### src/rtl/glip_uart_pkg.sv
// glip_uart_pkg: shared constants, state types and helpers for the GLIP
// UART PHY.
//   PAR_*          cfg_parity encodings (2'b11 also means no parity)
//   OVERSAMPLE     ticks per bit; SAMPLE_A/B/C are the three mid-bit ticks
//   tx_state_t     transmit FSM states
//   rx_state_t     receive FSM states
package glip_uart_pkg;

    localparam logic [1:0] PAR_NONE = 2'b00;
    localparam logic [1:0] PAR_ODD  = 2'b01;
    localparam logic [1:0] PAR_EVEN = 2'b10;

    localparam int         OVERSAMPLE = 16;
    localparam logic [3:0] SAMPLE_A   = 4'd7;
    localparam logic [3:0] SAMPLE_B   = 4'd8;
    localparam logic [3:0] SAMPLE_C   = 4'd9;
    localparam logic [3:0] BIT_LAST   = 4'(OVERSAMPLE - 1);

    typedef enum logic [2:0] {
        TX_IDLE   = 3'd0,
        TX_START  = 3'd1,
        TX_DATA   = 3'd2,
        TX_PARITY = 3'd3,
        TX_STOP   = 3'd4
    } tx_state_t;

    typedef enum logic [2:0] {
        RX_IDLE      = 3'd0,
        RX_START     = 3'd1,
        RX_DATA      = 3'd2,
        RX_PARITY    = 3'd3,
        RX_STOP      = 3'd4,
        RX_WAIT_IDLE = 3'd5
    } rx_state_t;

    function automatic logic has_parity(input logic [1:0] par);
        return (par == PAR_ODD) || (par == PAR_EVEN);
    endfunction

    function automatic logic maj3(input logic a, input logic b, input logic c);
        return (a & b) | (a & c) | (b & c);
    endfunction

endpackage

### src/rtl/glip_uart_fifo.sv
// glip_uart_fifo: synchronous first-word-fall-through FIFO with occupancy.
//   wr_en/wr_data  push; ignored when full unless a pop happens in the same cycle
//   rd_en/rd_data  pop; rd_data shows the head whenever empty=0
//   full/empty     occupancy flags
//   count          number of stored entries, 0..DEPTH
module glip_uart_fifo #(
    parameter int WIDTH = 8,
    parameter int DEPTH = 16
) (
    input  logic                     clk,
    input  logic                     rst,
    input  logic                     wr_en,
    input  logic [WIDTH-1:0]         wr_data,
    input  logic                     rd_en,
    output logic [WIDTH-1:0]         rd_data,
    output logic                     full,
    output logic                     empty,
    output logic [$clog2(DEPTH):0]   count
);

    localparam int AW = $clog2(DEPTH);
    localparam int CW = AW + 1;

    logic [WIDTH-1:0] mem_q [DEPTH];
    logic [AW-1:0]    wr_ptr_q, wr_ptr_d;
    logic [AW-1:0]    rd_ptr_q, rd_ptr_d;
    logic [CW-1:0]    count_q, count_d;
    logic             do_push, do_pop;

    assign empty   = (count_q == '0);
    assign full    = (count_q == CW'(DEPTH));
    // Pop is evaluated first so a push into a full FIFO succeeds when the
    // head leaves in the same cycle.
    assign do_pop  = rd_en & ~empty;
    assign do_push = wr_en & (~full | do_pop);
    assign rd_data = mem_q[rd_ptr_q];
    assign count   = count_q;

    always_comb begin
        wr_ptr_d = wr_ptr_q;
        rd_ptr_d = rd_ptr_q;
        count_d  = count_q;
        if (do_push) wr_ptr_d = wr_ptr_q + 1'b1;
        if (do_pop)  rd_ptr_d = rd_ptr_q + 1'b1;
        case ({do_push, do_pop})
            2'b10:   count_d = count_q + 1'b1;
            2'b01:   count_d = count_q - 1'b1;
            default: count_d = count_q;
        endcase
    end

    always_ff @(posedge clk) begin
        if (rst) begin
            wr_ptr_q <= '0;
            rd_ptr_q <= '0;
            count_q  <= '0;
        end else begin
            wr_ptr_q <= wr_ptr_d;
            rd_ptr_q <= rd_ptr_d;
            count_q  <= count_d;
        end
    end

    always_ff @(posedge clk) begin
        if (do_push) mem_q[wr_ptr_q] <= wr_data;
    end

endmodule

### src/rtl/glip_uart_phy.sv
// glip_uart_phy: configurable UART PHY (data bits by parameter, parity and
// stop bits and 16x-oversampled baud divisor at runtime) with RX FIFO and
// RTS/CTS flow control, all in the clk_io domain.
//   cfg_*            frame configuration, captured at the start of each frame
//   tx_*             egress byte stream from glip_uart_control
//   rx_*             ingress byte stream (FWFT from the RX FIFO)
//   uart_rx/uart_tx  serial pins; uart_cts_n/uart_rts_n flow control pins
//   err_*            sticky receive errors, cleared by err_clear
// Stream handshake (tx_* and rx_*): a word moves on every rising clk_io edge
// where valid and ready are both 1; valid never depends on ready, and the
// data is stable whenever valid is 1.
module glip_uart_phy
    import glip_uart_pkg::*;
#(
    parameter int DATA_WIDTH    = 8,
    parameter int RX_FIFO_DEPTH = 16,
    parameter int RTS_MARGIN    = 4,
    parameter int DIV_WIDTH     = 16
) (
    input  logic                  clk_io,
    input  logic                  rst,
    input  logic [DIV_WIDTH-1:0]  cfg_divisor,
    input  logic [1:0]            cfg_parity,
    input  logic                  cfg_stop2,
    input  logic [DATA_WIDTH-1:0] tx_data,
    input  logic                  tx_valid,
    output logic                  tx_ready,
    output logic [DATA_WIDTH-1:0] rx_data,
    output logic                  rx_valid,
    input  logic                  rx_ready,
    input  logic                  uart_rx,
    output logic                  uart_tx,
    input  logic                  uart_cts_n,
    output logic                  uart_rts_n,
    output logic                  err_frame,
    output logic                  err_parity,
    output logic                  err_overrun,
    input  logic                  err_clear
);

    localparam int BC_W = $clog2(DATA_WIDTH);
    localparam int CW   = $clog2(RX_FIFO_DEPTH) + 1;

    logic                 rx_meta_q, rx_sync_q, rx_prev_q;
    logic                 cts_meta_q, cts_sync_q;
    logic [DIV_WIDTH-1:0] cfg_divm1;

    tx_state_t            tx_state_q, tx_state_d;
    logic [DIV_WIDTH-1:0] tx_div_q, tx_div_d, tx_divm1_q, tx_divm1_d;
    logic [3:0]           tx_os_q, tx_os_d;
    logic [BC_W-1:0]      tx_bit_q, tx_bit_d;
    logic [DATA_WIDTH-1:0] tx_shift_q, tx_shift_d;
    logic                 tx_par_en_q, tx_par_en_d, tx_par_bit_q, tx_par_bit_d;
    logic                 tx_stop2_q, tx_stop2_d, uart_tx_q, uart_tx_d;

    rx_state_t            rx_state_q, rx_state_d;
    logic [DIV_WIDTH-1:0] rx_div_q, rx_div_d, rx_divm1_q, rx_divm1_d;
    logic [3:0]           rx_os_q, rx_os_d;
    logic [BC_W-1:0]      rx_bit_q, rx_bit_d;
    logic [DATA_WIDTH-1:0] rx_shift_q, rx_shift_d;
    logic [1:0]           rx_par_q, rx_par_d;
    logic                 rx_s7_q, rx_s7_d, rx_s8_q, rx_s8_d;
    logic                 rx_maj, rx_ones, rx_push, set_frame, set_parity, set_overrun;

    logic                 err_frame_q, err_frame_d, err_parity_q, err_parity_d;
    logic                 err_overrun_q, err_overrun_d, rts_n_q, rts_n_d;
    logic                 fifo_full, fifo_empty;
    logic [CW-1:0]        fifo_count;

    // A divisor of 0 behaves like 1 (a tick every cycle).
    assign cfg_divm1 = (cfg_divisor == '0) ? '0 : cfg_divisor - 1'b1;
    assign tx_ready  = (tx_state_q == TX_IDLE) & ~cts_sync_q;

    // ---------------- transmit ----------------
    always_comb begin
        tx_state_d   = tx_state_q;
        tx_div_d     = tx_div_q;
        tx_divm1_d   = tx_divm1_q;
        tx_os_d      = tx_os_q;
        tx_bit_d     = tx_bit_q;
        tx_shift_d   = tx_shift_q;
        tx_par_en_d  = tx_par_en_q;
        tx_par_bit_d = tx_par_bit_q;
        tx_stop2_d   = tx_stop2_q;
        if (tx_state_q == TX_IDLE) begin
            if (tx_valid && tx_ready) begin
                tx_state_d   = TX_START;
                tx_div_d     = cfg_divm1;
                tx_divm1_d   = cfg_divm1;
                tx_os_d      = '0;
                tx_bit_d     = '0;
                tx_shift_d   = tx_data;
                tx_par_en_d  = has_parity(cfg_parity);
                tx_par_bit_d = (cfg_parity == PAR_EVEN) ? (^tx_data) : ~(^tx_data);
                tx_stop2_d   = cfg_stop2;
            end
        end else if (tx_div_q == '0) begin
            tx_div_d = tx_divm1_q;
            tx_os_d  = tx_os_q + 1'b1;
            if (tx_os_q == BIT_LAST) begin
                case (tx_state_q)
                    TX_START: tx_state_d = TX_DATA;
                    TX_DATA: begin
                        if (tx_bit_q == BC_W'(DATA_WIDTH - 1)) begin
                            tx_bit_d   = '0;
                            tx_state_d = tx_par_en_q ? TX_PARITY : TX_STOP;
                        end else begin
                            tx_bit_d   = tx_bit_q + 1'b1;
                            tx_shift_d = tx_shift_q >> 1;
                        end
                    end
                    TX_PARITY: tx_state_d = TX_STOP;
                    TX_STOP: begin
                        // tx_bit counts stop bits already sent
                        if (tx_stop2_q && (tx_bit_q == '0)) tx_bit_d = 1'b1;
                        else                                tx_state_d = TX_IDLE;
                    end
                    default: tx_state_d = TX_IDLE;
                endcase
            end
        end else begin
            tx_div_d = tx_div_q - 1'b1;
        end
        // Line level follows the next state so it is registered with it.
        case (tx_state_d)
            TX_START:  uart_tx_d = 1'b0;
            TX_DATA:   uart_tx_d = tx_shift_d[0];
            TX_PARITY: uart_tx_d = tx_par_bit_d;
            default:   uart_tx_d = 1'b1;
        endcase
    end

    // ---------------- receive ----------------
    assign rx_maj  = maj3(rx_s7_q, rx_s8_q, rx_sync_q);
    assign rx_ones = (^rx_shift_q) ^ rx_maj;

    always_comb begin
        rx_state_d = rx_state_q;
        rx_div_d   = rx_div_q;
        rx_divm1_d = rx_divm1_q;
        rx_os_d    = rx_os_q;
        rx_bit_d   = rx_bit_q;
        rx_shift_d = rx_shift_q;
        rx_par_d   = rx_par_q;
        rx_s7_d    = rx_s7_q;
        rx_s8_d    = rx_s8_q;
        rx_push    = 1'b0;
        set_frame  = 1'b0;
        set_parity = 1'b0;
        case (rx_state_q)
            RX_IDLE: begin
                if (rx_prev_q && !rx_sync_q) begin
                    rx_state_d = RX_START;
                    rx_div_d   = cfg_divm1;
                    rx_divm1_d = cfg_divm1;
                    rx_os_d    = '0;
                    rx_bit_d   = '0;
                    rx_par_d   = cfg_parity;
                end
            end
            RX_WAIT_IDLE: begin
                if (rx_sync_q) rx_state_d = RX_IDLE;
            end
            default: begin
                if (rx_div_q == '0) begin
                    rx_div_d = rx_divm1_q;
                    rx_os_d  = rx_os_q + 1'b1;
                    if (rx_os_q == SAMPLE_A) rx_s7_d = rx_sync_q;
                    if (rx_os_q == SAMPLE_B) rx_s8_d = rx_sync_q;
                    if (rx_os_q == SAMPLE_C) begin
                        case (rx_state_q)
                            RX_START: if (rx_maj) rx_state_d = RX_IDLE;
                            RX_DATA:  rx_shift_d = {rx_maj, rx_shift_q[DATA_WIDTH-1:1]};
                            RX_PARITY: set_parity = (rx_par_q == PAR_EVEN) ? rx_ones : ~rx_ones;
                            RX_STOP: begin
                                if (rx_maj) begin
                                    rx_push    = 1'b1;
                                    rx_state_d = RX_IDLE;
                                end else begin
                                    set_frame  = 1'b1;
                                    rx_state_d = RX_WAIT_IDLE;
                                end
                            end
                            default: rx_state_d = RX_IDLE;
                        endcase
                    end else if (rx_os_q == BIT_LAST) begin
                        case (rx_state_q)
                            RX_START: rx_state_d = RX_DATA;
                            RX_DATA: begin
                                if (rx_bit_q == BC_W'(DATA_WIDTH - 1))
                                    rx_state_d = has_parity(rx_par_q) ? RX_PARITY : RX_STOP;
                                else
                                    rx_bit_d = rx_bit_q + 1'b1;
                            end
                            RX_PARITY: rx_state_d = RX_STOP;
                            default:   rx_state_d = rx_state_q;
                        endcase
                    end
                end else begin
                    rx_div_d = rx_div_q - 1'b1;
                end
            end
        endcase
    end

    // ---------------- errors and flow control ----------------
    assign set_overrun = rx_push & fifo_full & ~rx_ready;

    always_comb begin
        err_frame_d   = (err_frame_q   & ~err_clear) | set_frame;
        err_parity_d  = (err_parity_q  & ~err_clear) | set_parity;
        err_overrun_d = (err_overrun_q & ~err_clear) | set_overrun;
        rts_n_d       = (fifo_count >= CW'(RX_FIFO_DEPTH - RTS_MARGIN));
    end

    glip_uart_fifo #(
        .WIDTH (DATA_WIDTH),
        .DEPTH (RX_FIFO_DEPTH)
    ) u_rx_fifo (
        .clk     (clk_io),
        .rst     (rst),
        .wr_en   (rx_push),
        .wr_data (rx_shift_q),
        .rd_en   (rx_ready),
        .rd_data (rx_data),
        .full    (fifo_full),
        .empty   (fifo_empty),
        .count   (fifo_count)
    );

    always_ff @(posedge clk_io) begin
        if (rst) begin
            {rx_meta_q, rx_sync_q, rx_prev_q} <= 3'b111;
            {cts_meta_q, cts_sync_q}          <= 2'b11;
            tx_state_q    <= TX_IDLE;
            tx_div_q      <= '0;
            tx_divm1_q    <= '0;
            tx_os_q       <= '0;
            tx_bit_q      <= '0;
            tx_shift_q    <= '0;
            tx_par_en_q   <= 1'b0;
            tx_par_bit_q  <= 1'b0;
            tx_stop2_q    <= 1'b0;
            uart_tx_q     <= 1'b1;
            rx_state_q    <= RX_IDLE;
            rx_div_q      <= '0;
            rx_divm1_q    <= '0;
            rx_os_q       <= '0;
            rx_bit_q      <= '0;
            rx_shift_q    <= '0;
            rx_par_q      <= PAR_NONE;
            rx_s7_q       <= 1'b1;
            rx_s8_q       <= 1'b1;
            err_frame_q   <= 1'b0;
            err_parity_q  <= 1'b0;
            err_overrun_q <= 1'b0;
            rts_n_q       <= 1'b1;
        end else begin
            {rx_meta_q, rx_sync_q, rx_prev_q} <= {uart_rx, rx_meta_q, rx_sync_q};
            {cts_meta_q, cts_sync_q}          <= {uart_cts_n, cts_meta_q};
            tx_state_q    <= tx_state_d;
            tx_div_q      <= tx_div_d;
            tx_divm1_q    <= tx_divm1_d;
            tx_os_q       <= tx_os_d;
            tx_bit_q      <= tx_bit_d;
            tx_shift_q    <= tx_shift_d;
            tx_par_en_q   <= tx_par_en_d;
            tx_par_bit_q  <= tx_par_bit_d;
            tx_stop2_q    <= tx_stop2_d;
            uart_tx_q     <= uart_tx_d;
            rx_state_q    <= rx_state_d;
            rx_div_q      <= rx_div_d;
            rx_divm1_q    <= rx_divm1_d;
            rx_os_q       <= rx_os_d;
            rx_bit_q      <= rx_bit_d;
            rx_shift_q    <= rx_shift_d;
            rx_par_q      <= rx_par_d;
            rx_s7_q       <= rx_s7_d;
            rx_s8_q       <= rx_s8_d;
            err_frame_q   <= err_frame_d;
            err_parity_q  <= err_parity_d;
            err_overrun_q <= err_overrun_d;
            rts_n_q       <= rts_n_d;
        end
    end

    assign uart_tx     = uart_tx_q;
    assign uart_rts_n  = rts_n_q;
    assign rx_valid    = ~fifo_empty;
    assign err_frame   = err_frame_q;
    assign err_parity  = err_parity_q;
    assign err_overrun = err_overrun_q;

endmodule

### config.mk
export PLATFORM = sky130hd
export DESIGN_NAME = glip_uart_phy
export DESIGN_NICKNAME = d
export VERILOG_FILES = /design/src/rtl/glip_uart_pkg.sv /design/src/rtl/glip_uart_fifo.sv /design/src/rtl/glip_uart_phy.sv
export SDC_FILE = /design/constraint.sdc
export NUM_CORES = 1
export LEC_CHECK = 0
export ABC_AREA = 1
export CORE_MARGIN = 2
export CORE_UTILIZATION = 61
export CTS_BUF_LIST = sky130_fd_sc_hd__clkbuf_16
export DETAILED_ROUTE_END_ITERATION = 16
export GPL_ROUTABILITY_DRIVEN = 0
export GPL_TIMING_DRIVEN = 0
export PLACE_DENSITY = 0.9
export RECOVER_POWER = 100
export SLEW_MARGIN = 20
export SYNTH_ARGS = -nofsm -noshare
export SYNTH_HDL_FRONTEND = slang
export SYNTH_SLANG_ARGS = --single-unit
### constraint.sdc
create_clock -name clk_io -period 3.4 [get_ports clk_io]
set_input_delay 0.51 -clock clk_io [delete_from_list [all_inputs] [get_ports clk_io]]
set_output_delay 0.51 -clock clk_io [all_outputs]
set_load 0.02 [all_outputs]
# --- Word-level counts from Yosys, hierarchy flattened ---
# Memory sizes are Yosys's and may differ from the RTL's. A register that Yosys moved wholly into a read port is not among the register bits.
# Index checks and enable logic that the tools add are counted.
classes:
  addsub: 11
  magnitude_cmp: 1
  n_eq_ne: 36
  mux: 77
  bitwise_logic: 27
  reduce_logical: 40
op_table:
  columns: ["operator", "count"]
  rows:
  - ["16-bit two-way mux", 6]
  - ["3-bit two-way mux", 28]
  - ["16-bit zero test", 3]
  - ["8-bit two-way mux", 6]
  - ["16-bit by 1-bit subtractor with 16-bit output (second input constant)", 3]
  - ["16-bit one-hot mux with 2 select lines", 1]
  - ["4-bit two-way mux", 7]
  - ["1-bit two-way mux", 20]
  - ["3-bit by 2-bit equality test with 1-bit output (second input constant)", 6]
  - ["3-bit one-hot mux with 2 select lines", 3]
  - ["3-bit one-hot mux with 3 select lines", 2]
  - ["4-bit by 1-bit adder with 4-bit output (second input constant)", 4]
  - ["4-bit equality test (second input constant)", 4]
  - ["8-bit XOR reduction", 2]
  - ["3-bit equality test (second input constant)", 5]
  - ["2-bit nonzero test", 7]
  - ["3-bit one-hot mux with 4 select lines", 1]
  - ["1-bit AND", 11]
  - ["5-bit != test (second input constant)", 2]
  - ["5-bit one-hot mux with 2 select lines", 1]
  - ["5-bit AND reduction", 2]
  - ["3-bit by 1-bit equality test with 1-bit output (second input constant)", 3]
  - ["3-bit zero test", 3]
  - ["1-bit inverter", 9]
  - ["29 further kinds", 53]
word_totals:
  register_bits: 130
  mem_bits_rw: 128
  inputBits: 34
  out_inout_bits: 15
  wordCells: 225
  n_memories: 1
memory_table:
  columns: ["memory", "depth", "width", "rd", "rd_clocked_by_memory_dff", "write_ports", "line", "rtl"]
  rows:
  - ["u_rx_fifo.mem_q", 16, 8, 1, 1, 1, "glip_uart_fifo.sv:24", "logic [WIDTH-1:0] mem_q [DEPTH];"]

# --- Logic depth before layout (Yosys ltp) ---
logic_depth:
  ltp_word: 11
  ltp_mapped: 18

# --- Hierarchy ---
# A second synthesis with hierarchy kept.
hier_totals:
  hier_cells: 1654
  hier_area_um2: 13304.0
by_module_without_submodules:
  columns: ["mod", "instances", "cells_each", "area_each_um2", "seq_area_each_um2"]
  rows:
  - ["glip_uart_phy", 1, 1115, 7078.0, 2342.2]
  - ["glip_uart_fifo", 1, 539, 6226.0, 4184.0]

# --- Worst setup path before layout ---
# No wires, ideal clock.
synth_timing:
  path_type: "register to register"
  from: "register rx_div_q[0]"
  to: "register u_rx_fifo.count_q[4] (netlist: u_rx_fifo.count[4])"
  setup_time_ns: 0.113
  t_arrival_ns: 2.207
  path_slack_ns: 1.080
  path_stages_with_launch: 18
  n_path_buf: 0
  period_less_slack_ns: 2.320
  cell_sequence: "dfxtp_1 -> inv_1 -> ha_1 -> nand2_4 -> nor2_4 -> nand2_4 -> inv_6 -> nand3_4 -> nand2_2 -> inv_1 -> ha_1 -> a21o_1 -> a31oi_1 -> inv_1 -> nand2_1 -> nand2_1 -> nor2_1 -> nor2_1"
synth_via:
  elab_chain_cells: 6
synth_rtl:
  columns: ["element", "line", "rtl"]
  rows:
  - ["start: declaration", "glip_uart_phy.sv:57", "logic [DIV_WIDTH-1:0] rx_div_q, rx_div_d, rx_divm1_q, rx_divm1_d;"]
  - ["start signal: assignment", "glip_uart_phy.sv:272", "rx_div_q <= rx_div_d;"]
  - ["16-bit zero test *", "glip_uart_phy.sv:165", "if (rx_div_q == '0) begin"]
  - ["1-bit two-way mux *", "glip_uart_phy.sv:165", null]
  - ["1-bit two-way mux *", "glip_uart_phy.sv:150", "case (rx_state_q)"]
  - ["1-bit AND *", "glip_uart_fifo.sv:35", "assign do_push = wr_en & (~full | do_pop);"]
  - ["2-bit by 1-bit equality test with 1-bit output / 2-bit equality test (equally long branches)", "glip_uart_fifo.sv:45", "case ({do_push, do_pop})"]
  - ["5-bit one-hot mux with 2 select lines / 2-bit nonzero test (equally long branches)", null, null]
  - ["end signal: assignment", "glip_uart_fifo.sv:60", "count_q <= count_d;"]
  - ["end: declaration", "glip_uart_fifo.sv:27", "logic [CW-1:0] count_q, count_d;"]
# Every way passes the cells marked *; elsewhere a longest branch is shown, timed or not.
# A chain may end at the register's enable or synchronous reset.

==> summary.txt <==
Clocking
  • Clock Pin Slew Worst Setup and Hold Paths: 0.06 ns
  • # H-tree levels: 1
  • TritonCTS buffer count: 26
  • Setup bufs post-CTS: 0
  • Clock Sinks: 262
  • Clk root buf: clkbuf_16
  • Clk buf depth: 3
  • Clock Latency Late Sink: 0.54 ns
  • Post-CTS Hold Buffers: 0
  • TritonCTS clock tree: yes

Power
  • Pwr Density: 621.7 nW/um^2
  • Leak: 5.896 nW
  • Total Power: 0.008869 W
  • Peak supply drop: 0.4982 mV

Synth
  • Post-synthesis register bit count: 262
  • EDFF count, synth: 128
  • Cells after synthesis: 1,483
  • Cell taking the most area after synthesis: edfxtp_1
  • Post-synth top cells: 287 x nand2_1, 164 x inv_1, 137 x nor2_1
  • Number of library cell types mapped by synthesis: 56
  • Most common cell in the netlist: nand2_1
  • Synth Cell Area: 12,850 um^2
  • FFs w/ async S/R, synth: 0%
  • Top post-synthesis cells by area: edfxtp_1 30%, dfxtp_1 21%, nand2_1 8.4%
  • Synthesized Nets: 1,540
  • Synth warn: 0
  • Synth top area share: 29.92%
  • Most used DFF post-synth: dfxtp_1
  • Syn_area_per_cell: 8.663 um^2
  • Post-synthesis sequential area ratio: 50.80%

Layout
  • Fillcell total: 1,599
  • Fraction of layout cells with a size suffix above 1: 5.957%
  • Area Growth Syn to Fin: 11.05%
  • # diodes: 0
  • Final Net Count: 1,616

Route
  • DR iter-0 viols: 1,032
  • Vias: 10,937
  • Vias per cell: 5.902
  • Total wire length: 32,430 um
  • Final antenna-violating net count: 0
  • Routed len/inst: 17.50 um
  • Drt first pass iters: 6
  • Drt drc: 0

Floorplanning
  • Die Height: 149.1 um
  • Die Width: 149.1 um
  • Core area: 20,820 um^2
  • Row count: 53
  • Starting Density: 61.70%
  • I/O pin count: 49
  • Die area: 22,240 um^2

STA
  • Clk_skew: 0.006617 ns
  • Worst slew margin: 38.88%
  • Final Hold Fails: 0
  • Setup TNS: 0 ns
  • Final Max Tran Viols: 0
  • Final Worst Setup Slack: 0.1087 ns
  • Setup-failing EPs final: 0
  • RSZ-0062 raised after global routing: no
  • Final worst path period share: 96.80%
  • Worst-Margin Slew: 0.9134 ns
  • Shortest period the worst path allows: 3.291 ns
  • Highest Clock Rate: 0.3038 GHz

Run status
  • Status: complete, no violations

Setup path
  • Startpoint types: register
  • Worst setup EP type: output pin
  • Critical Path RT: 2.89 ns
  • Critical Path AT: 2.78 ns
  • Crit Path Category: register to output pin
  • Crit-path max FO: 10

Min path
  • Hold Path Class: register to register

GRT
  • First-pass GRT wire length: 51,490 um
  • Total grt overflow: 0
  • Initial antenna violation count: 0
  • GR Util All Layers: 29.27%
  • Largest net degree at the start of global routing: 20
  • Vias in the first global route: 10,520

Place
  • Post-place setup slack: 0.4946 ns
  • I/O Buffers: 48
  • HPWL after DPL: 22,590 um

Flow run
  • Maxcap violations: 0
what timing repair did:
action | CTS | global route
setup endpoints to repair | 2 | 8
gates cloned | 0 | 0
resized for setup | 1 | 2
pin swaps | 0 | 0
per-stage QoR:
step	std cells	util [%]	hold WS, ns	cell area, um^2
global route	1853	68.52	0.4482	14270
global placement	1806	65.66	0.3927	13670
finish	1853	68.52	0.4186	14270
floorplan	1483	-	0.3895	12850
detailed placement	1806	65.66	0.3989	13670
CTS	1853	69.27	0.4180	14420
critical path, cell delays in order (launching register included):
cell             delay, ns
dfxtp_1               0.30
buf_2                 0.15
clkbuf_4              0.26
buf_4                 0.26
mux2i_1               0.35
o211ai_1              0.17
nand3_1               0.14
nand2_1               0.07
clkdlybuf4s50_1       0.53
sequential cells by signal (all words and copies together) (netlist names), 5 cells and up, named ones only:
signal	flops
u_rx_fifo.mem_q	128
rx_div_q	16
rx_divm1_q	16
tx_div_q	16
tx_divm1_q	16
rx_shift_q	8
tx_shift_q	8
u_rx_fifo.count	5
where the power goes:
group | total, W | switching [W] | internal (W)
combinational | 0.00270 | 0.00175 | 0.000942
sequential | 0.00361 | 0.000153 | 0.00345
clock | 0.00257 | 0.00118 | 0.00138
placed cells by master, fill, tap and decap left out, types with 26 or more instances in the layout:
master / n
a21oi_1: 115
clkbuf_1: 35
clkbuf_16: 26
clkdlybuf4s50_1: 39
dfxtp_1: 134
edfxtp_1: 128
inv_1: 175
mux2i_1: 32
nand2_1: 300
nand3_1: 93
nor2_1: 145
o211ai_1: 40
o21ai_0: 107
xor2_1: 29
path summary, 6_finish.rpt:
kind,from,endpoint,slack (ns),cells past startpoint
min reg2reg,cts_meta_q,cts_sync_q,0.42,1
max,register,rx_data[0],0.11,8
max reg2reg,rx_div_q[0],u_rx_fifo.mem_q[10][6],0.22,10
min,cts_meta_q,cts_sync_q,0.42,1
cell type report:
| type | instances | area, um^2 | share of cell area, % |
|---|---|---|---|
| repair buffers | 48 | 480.5 | 3.368 |
| clock buffers | 26 | 650.6 | 4.560 |
| inverters | 177 | 674.4 | 4.727 |
| well taps | 275 | 344.1 | 2.412 |
| multi-input cells | 992 | 5259 | 36.86 |
| clock inverters | 21 | 100.1 | 0.7016 |
| plain buffers | 52 | 232.7 | 1.631 |
| flip-flops and latches | 262 | 6526 | 45.74 |
logic make-up (layout without fill, tap and decap cells):
family / Yosys count / in the layout / share of synthesized area (%)
AO/OA/AOI/OAI: 299 / 299 / 13.20
XOR/XNOR: 38 / 38 / 2.591
adder cells (fa/ha/maj): 23 / 23 / 2.298
buffers and inverters: 229 / 324 / 7.051
flip-flops: 262 / 262 / 50.80
multiplexers: 32 / 32 / 2.493
AND/OR/NAND/NOR: 600 / 600 / 21.57
per-layer routing:
metal | part of all wire (%) | up-vias | wire [um] | track usage (%)
li1 | - | 5151 | - | -
met1 | 38 | 5136 | 12290 | 35.07
met2 | 50 | 526 | 16180 | 51.66
met3 | 7.6 | 124 | 2480 | 3.853
met4 | 4.6 | 0 | 1490 | 15.00
met5 | 0 | - | 0 | 0
(Power assumes the default switching activity.)
